[src/rtl/medidor_faixa_uc.sv]
// Control unit for the range-meter datapath (medidor_faixa_fd).
// Paces HC-SR04 measurements, sends each reading as "XYZ#" over the serial
// link, and once the in-range flag is set sends "AAA#" and parks.
//
// Ports:
//   clock, reset                 system clock, synchronous active-high reset
//   ligar                        run enable (level)
//   pronto_medida, pronto_tx     datapath done pulses
//   fim_time, fim_3sec           interval elapsed / in-range for 3 s
//   is_ultimo_char(_a)           char counters at the '#' index
//   zera .. acertou              datapath control strobes (registered)
//   db_estado                    current state encoding
module medidor_faixa_uc #(
    parameter int unsigned TIMEOUT_CICLOS = 3_000_000,
    parameter int unsigned TIMEOUT_BITS   = 22
) (
    input  logic       clock,
    input  logic       reset,
    input  logic       ligar,
    input  logic       pronto_medida,
    input  logic       pronto_tx,
    input  logic       fim_time,
    input  logic       fim_3sec,
    input  logic       is_ultimo_char,
    input  logic       is_ultimo_char_a,
    output logic       zera,
    output logic       zera_time,
    output logic       conta_time,
    output logic       mensurar,
    output logic       zera_char,
    output logic       conta_prox_char,
    output logic       zera_char_a,
    output logic       conta_prox_char_a,
    output logic       partida_tx,
    output logic       registra_acertou,
    output logic       acertou,
    output logic [3:0] db_estado
);

    typedef enum logic [3:0] {
        INICIAL          = 4'd0,
        PREPARACAO       = 4'd1,
        ESPERA_INTERVALO = 4'd2,
        MEDIR            = 4'd3,
        AGUARDA_MEDIDA   = 4'd4,
        TRANSMITE        = 4'd5,
        ESPERA_TX        = 4'd6,
        PROX_CHAR        = 4'd7,
        VERIFICA         = 4'd8,
        REGISTRA         = 4'd9,
        TRANSMITE_A      = 4'd10,
        ESPERA_TX_A      = 4'd11,
        PROX_CHAR_A      = 4'd12,
        FIM_ACERTO       = 4'd13
    } estado_t;

    localparam logic [TIMEOUT_BITS-1:0] TIMEOUT_MAX = TIMEOUT_BITS'(TIMEOUT_CICLOS - 1);

    estado_t                 estado_q, estado_d;
    logic [TIMEOUT_BITS-1:0] timeout_q, timeout_d;
    logic                    timeout_fim;

    logic zera_q, zera_time_q, conta_time_q, mensurar_q, zera_char_q;
    logic conta_prox_char_q, zera_char_a_q, conta_prox_char_a_q;
    logic partida_tx_q, registra_acertou_q, acertou_q;

    logic zera_d, zera_time_d, conta_time_d, mensurar_d, zera_char_d;
    logic conta_prox_char_d, zera_char_a_d, conta_prox_char_a_d;
    logic partida_tx_d, registra_acertou_d, acertou_d;

    assign timeout_fim = (timeout_q == TIMEOUT_MAX);

    // Next state and timeout counter; ligar=0 overrides every transition.
    always_comb begin
        estado_d  = estado_q;
        timeout_d = timeout_q;

        case (estado_q)
            INICIAL:          if (ligar) estado_d = PREPARACAO;
            PREPARACAO:       estado_d = ESPERA_INTERVALO;
            ESPERA_INTERVALO: if (fim_time) estado_d = MEDIR;
            MEDIR:            estado_d = AGUARDA_MEDIDA;
            AGUARDA_MEDIDA: begin
                // a measurement arriving on the timeout cycle is still accepted
                if (pronto_medida)    estado_d = TRANSMITE;
                else if (timeout_fim) estado_d = MEDIR;
            end
            TRANSMITE:        estado_d = ESPERA_TX;
            ESPERA_TX: begin
                if (pronto_tx) estado_d = is_ultimo_char ? VERIFICA : PROX_CHAR;
            end
            PROX_CHAR:        estado_d = TRANSMITE;
            VERIFICA:         estado_d = fim_3sec ? REGISTRA : ESPERA_INTERVALO;
            REGISTRA:         estado_d = TRANSMITE_A;
            TRANSMITE_A:      estado_d = ESPERA_TX_A;
            ESPERA_TX_A: begin
                if (pronto_tx) estado_d = is_ultimo_char_a ? FIM_ACERTO : PROX_CHAR_A;
            end
            PROX_CHAR_A:      estado_d = TRANSMITE_A;
            FIM_ACERTO:       estado_d = FIM_ACERTO;
            default:          estado_d = INICIAL;
        endcase

        if (!ligar) estado_d = INICIAL;

        // Timeout counter saturates so a stuck sensor never wraps it back.
        if (estado_q == MEDIR || estado_q == INICIAL) begin
            timeout_d = '0;
        end else if (estado_q == AGUARDA_MEDIDA && !timeout_fim) begin
            timeout_d = timeout_q + TIMEOUT_BITS'(1);
        end
    end

    // Outputs decoded from the next state so the registered strobes line up
    // with the state they belong to.
    always_comb begin
        zera_d              = 1'b0;
        zera_time_d         = 1'b0;
        conta_time_d        = 1'b0;
        mensurar_d          = 1'b0;
        zera_char_d         = 1'b0;
        conta_prox_char_d   = 1'b0;
        zera_char_a_d       = 1'b0;
        conta_prox_char_a_d = 1'b0;
        partida_tx_d        = 1'b0;
        registra_acertou_d  = 1'b0;
        acertou_d           = 1'b0;

        case (estado_d)
            PREPARACAO: begin
                zera_d        = 1'b1;
                zera_time_d   = 1'b1;
                zera_char_d   = 1'b1;
                zera_char_a_d = 1'b1;
            end
            ESPERA_INTERVALO: conta_time_d = 1'b1;
            MEDIR: begin
                mensurar_d  = 1'b1;
                zera_time_d = 1'b1;
            end
            TRANSMITE:   partida_tx_d        = 1'b1;
            PROX_CHAR:   conta_prox_char_d   = 1'b1;
            VERIFICA:    zera_char_d         = 1'b1;
            REGISTRA:    registra_acertou_d  = 1'b1;
            TRANSMITE_A: partida_tx_d        = 1'b1;
            PROX_CHAR_A: conta_prox_char_a_d = 1'b1;
            FIM_ACERTO:  acertou_d           = 1'b1;
            default: ;
        endcase
    end

    // State, counter and output registers.
    always_ff @(posedge clock) begin
        if (reset) begin
            estado_q            <= INICIAL;
            timeout_q           <= '0;
            zera_q              <= 1'b0;
            zera_time_q         <= 1'b0;
            conta_time_q        <= 1'b0;
            mensurar_q          <= 1'b0;
            zera_char_q         <= 1'b0;
            conta_prox_char_q   <= 1'b0;
            zera_char_a_q       <= 1'b0;
            conta_prox_char_a_q <= 1'b0;
            partida_tx_q        <= 1'b0;
            registra_acertou_q  <= 1'b0;
            acertou_q           <= 1'b0;
        end else begin
            estado_q            <= estado_d;
            timeout_q           <= timeout_d;
            zera_q              <= zera_d;
            zera_time_q         <= zera_time_d;
            conta_time_q        <= conta_time_d;
            mensurar_q          <= mensurar_d;
            zera_char_q         <= zera_char_d;
            conta_prox_char_q   <= conta_prox_char_d;
            zera_char_a_q       <= zera_char_a_d;
            conta_prox_char_a_q <= conta_prox_char_a_d;
            partida_tx_q        <= partida_tx_d;
            registra_acertou_q  <= registra_acertou_d;
            acertou_q           <= acertou_d;
        end
    end

    assign zera              = zera_q;
    assign zera_time         = zera_time_q;
    assign conta_time        = conta_time_q;
    assign mensurar          = mensurar_q;
    assign zera_char         = zera_char_q;
    assign conta_prox_char   = conta_prox_char_q;
    assign zera_char_a       = zera_char_a_q;
    assign conta_prox_char_a = conta_prox_char_a_q;
    assign partida_tx        = partida_tx_q;
    assign registra_acertou  = registra_acertou_q;
    assign acertou           = acertou_q;
    assign db_estado         = 4'(estado_q);

endmodule

[config.mk]
export PLATFORM = sky130hd
export DESIGN_NAME = medidor_faixa_uc
export DESIGN_NICKNAME = d
export VERILOG_FILES = /design/src/rtl/medidor_faixa_uc.sv
export SDC_FILE = /design/constraint.sdc
export NUM_CORES = 1
export LEC_CHECK = 0
export BUFFER_PORTS_ARGS = -buffer_cell sky130_fd_sc_hd__clkbuf_2
export CAP_MARGIN = 20
export CORE_MARGIN = 4
export CORE_UTILIZATION = 40
export CTS_BUF_LIST = sky130_fd_sc_hd__clkbuf_16
export CTS_CLUSTER_DIAMETER = 60
export DETAILED_ROUTE_END_ITERATION = 7
export PLACE_DENSITY = 0.65
export SETUP_SLACK_MARGIN = 0.2
export SLEW_MARGIN = 20
export SYNTH_ARGS = -nofsm -noshare
export SYNTH_HDL_FRONTEND = slang
export SYNTH_SLANG_ARGS = --single-unit
[constraint.sdc]
create_clock -name clock -period 3.29 [get_ports clock]
set_clock_uncertainty 0.2 [all_clocks]
set_input_delay 0.4935 -clock clock [delete_from_list [all_inputs] [get_ports clock]]
set_output_delay 0.4935 -clock clock [all_outputs]
set_load 0.01 [all_outputs]
==> flow_metrics.tcl <==
set metrics [dict create \
    run_status "finished, final reports clean" \
    chipHeight_um 76.3 \
    setup.worst_path.class "register to register" \
    antenna_cells_inserted 0 \
    cell_internal_power_dissipation_mw 0.814 \
    die_area_um2 5820 \
    drt_pass1_iterations 4 \
    place_ws_ns 0.852 \
    postCtsSetupRepairBufs 0 \
    switchingPower_mw 0.207 \
    crit_chain "ha_1 > nand4bb_1 > nor2_1 > nand2_1 > a21boi_1 > nand3_1 > nor2_1" \
    setup_repair_after_global_routing_missed_its_margin "false" \
    worstMarginPinSlew_ns 0.712 \
    critPathRequiredTime_ns 3.30 \
    layoutNonFillerInstCount 295 \
    die_w_um 76.3 \
    max_cap_viol_count 0 \
    slew_violations 0 \
    layout_min_cycle_time_ns 2.46 \
    syn-num-nets 233 \
    cts.sink_count 36 \
    crit-reg2reg-capture "zera_char_a$_SDFF_PP0_" \
    hold_end "timeout_q[21]$_SDFFE_PP0P_" \
    grt-ovfl-total 0 \
    post_cts_resized 0 \
    clock_latency_ns 0.28 \
    via_to_cell_ratio 5.53 \
    core_um2 4440 \
    end_kind "register" \
    clk_transition_reported_paths_ns 0.06 \
    final_hold_viol_count 0 \
    synthCells 223 \
    synth_edf_count 0 \
    grt.total_usage 0.135 \
    synth.yosys.warnings 0 \
    pin_count 24 \
    placed_cells_incl_taps 287 \
    post_synth_instance_area_um2 1870 \
    power_frac_seq 0.437 \
    via_count_of_the_first_global_routing_pass 1388 \
    leading_cell_type_in_the_layout_fill_and_taps_excluded "dfxtp_1" \
    critical_path_slowest_stage_cell "a21boi_1" \
    vias 1631 \
    grt_start_max_net_pins 23 \
    initial_antenna_violation_count 0 \
    nNetsFinal 252 \
    layout.cells.most_common_list "dfxtp_1 (36), nor2_1 (32), clkbuf_2 (23)" \
    timing.critical_path.mode_cell "nor2_1" \
    wire_per_inst_um 13.5 \
    worst_hold_stages 2 \
    drc 0 \
    part_of_the_yosys_area_used_for_sequential_elements 0.386 \
    floorplan.initialDensity 0.420 \
    path_delay_family "simple AND/OR/NAND/NOR gates" \
    num_cts_buffers 5 \
    r2r.worst_path.cells 7 \
    rr_startpoint "timeout_q[0]$_SDFFE_PP0P_" \
    switching_share 0.203 \
    max_freq_mhz 406 \
    min_period_over_period 0.749 \
    setup_tns_final_ns 0 \
    p_leak_nw 0.763 \
    worst_hold_path_type "register to register" \
    dr.first_iter.drc_count 148 \
    grt_pass1_wl_mm 6.42 \
    worst_slew_margin_rel 0.525 \
    syn2layout_area_growth_pct 15.8 \
    cts_tree "built" \
    ir_drop_mv 0.322 \
    number_of_buffers_added_to_fix_hold_violations_after_cts 0 \
    htree_num_levels 2 \
    crit_path_max_fanout 14 \
    final_setup_margin_ns 0.826 \
    ys_seq_elements 36 \
    clock_tree.root_cell "clkbuf_16" \
    comb_power_share 0.045 \
    ff2ff_setup_slack_ns 0.83 \
    dp_hpwl_mm 2.79 \
    max_stage_delay_ns 0.44 \
    report.final.setup_viol 0 \
    timing.critical_path.from_type "register" \
    share_of_power_burned_in_the_clock_network 0.518 \
    dpl_cell_area_um2 1990 \
    drt_wl_total_mm 3.99 \
    clockBufferDepth 2 \
    p_per_area_nw_per_um2 473 \
    buffer_ports.inserted 23 \
    floorplan.rows 24 \
    netlist-cell-type-count 49 \
    yosys_most_used_dff "dfxtp_1" \
    gp_congestion 0.785 \
    drtAntennaViolNets 0 \
    critical_path.n_buffers_inverters 0 \
    async_reset_ff_frac 0 \
    layout-drive-gt1-share 0.181 \
    post_synth.cell_area_avg_um2 8.37 \
    worst-endpoint-arrival_ns 2.47 \
    final_cell_area_um2 2160 \
    hold_start "timeout_q[21]$_SDFFE_PP0P_" \
]
==> routing by layer <==
metal	wire length (um)	GRT usage
met1	1980	0.184
met5	0	0
met3	202	0.0378
met4	60	0.0562
met2	1750	0.199
==> state kept, by name, summed over array words and instances (netlist names) <==
name / cells
acertou: 1
zera_char: 1
partida_tx: 1
registra_acertou: 1
db_estado: 4
timeout_q: 22
mensurar: 1
conta_time: 1
conta_prox_char: 1
zera_time: 1
zera_char_a: 1
conta_prox_char_a: 1
==> power groups by stage <==
stage	logic [mW]	registers (mW)	clock network, mW
after floorplan	0.0317	0.454	0
after CTS	0.0468	0.446	0.543
final	0.0461	0.446	0.529
after detailed placement	0.0466	0.455	0
after global routing	0.0512	0.446	0.562
after global placement	0.0467	0.455	0
==> stage by stage <==
step,hold WS [ns],total power [mW],utilization
final,0.300,1.02,0.486
after floorplan,0.258,0.486,-
after CTS,0.300,1.04,0.486
after global placement,0.293,0.502,0.448
after detailed placement,0.293,0.502,0.448
after global routing,0.311,1.06,0.486
==> worst min-delay path, delay by kind of cell (launching register included) <==
kind / cells / cell delay, ns
flops: 1 / 0.32
compound gates: 2 / 0.13
==> worst max path at each step <==
stage | from | slack, ns | endpoint | cells past startpoint
floorplan | db_estado[0]$_SDFF_PP0_ | 1.31 | registra_acertou$_SDFF_PP0_ | 7
global placement | db_estado[3]$_SDFF_PP0_ | 0.96 | registra_acertou$_SDFF_PP0_ | 6
detailed placement | timeout_q[0]$_SDFFE_PP0P_ | 0.85 | zera_char_a$_SDFF_PP0_ | 7
CTS | timeout_q[0]$_SDFFE_PP0P_ | 0.84 | zera_char_a$_SDFF_PP0_ | 7
global route | timeout_q[0]$_SDFFE_PP0P_ | 0.67 | mensurar$_SDFF_PP0_ | 7
finish | timeout_q[0]$_SDFFE_PP0P_ | 0.83 | zera_char_a$_SDFF_PP0_ | 7
==> logic make-up after synthesis <==
kind of cell | Yosys count | synth area share
DFF | 36 | 0.386
and+or+nand+nor | 117 | 0.354
xor gates and xnor gates | 19 | 0.0892
buffers and inverters | 19 | 0.0469
AOI/OAI and AO/OA | 31 | 0.117
adders and majority gates | 1 | 0.00671
==> synthesized netlist by cell type, types with 2 or more instances <==
master,number,share of area
inv_1,6,0.012
clkbuf_1,6,0.012
a21oi_1,8,0.021
buf_2,4,0.011
xor2_1,10,0.047
nor2b_1,5,0.017
nor3_1,6,0.016
nand3_1,6,0.016
nand4_1,16,0.054
nand2_1,13,0.026
nor3_2,2,0.011
nor4_1,6,0.020
o21ai_1,2,0.0054
nand2b_1,5,0.017
dfxtp_1,36,0.39
and3_1,7,0.023
xnor2_1,9,0.042
or3_1,3,0.010
nor3b_1,2,0.0080
nor4_2,2,0.013
and2_1,3,0.010
nor2_1,32,0.064
a211oi_1,4,0.016
a21o_1,2,0.0080
o21ai_0,4,0.011
==> area by class of cell <==
| cell class | instances | area, um^2 |
|---|---|---|
| Fill cell | 427 | 2280 |
| Multi-Input combinational cell | 168 | 1060 |
| Sequential cell | 36 | 721 |
| Clock buffer | 5 | 125 |
| Timing Repair Buffer | 24 | 123 |
| Tap cell | 52 | 65.1 |
| Clock inverter | 3 | 42.5 |
| Inverter | 7 | 26.3 |
No activity file was read; power rests on OpenSTA's default activity.
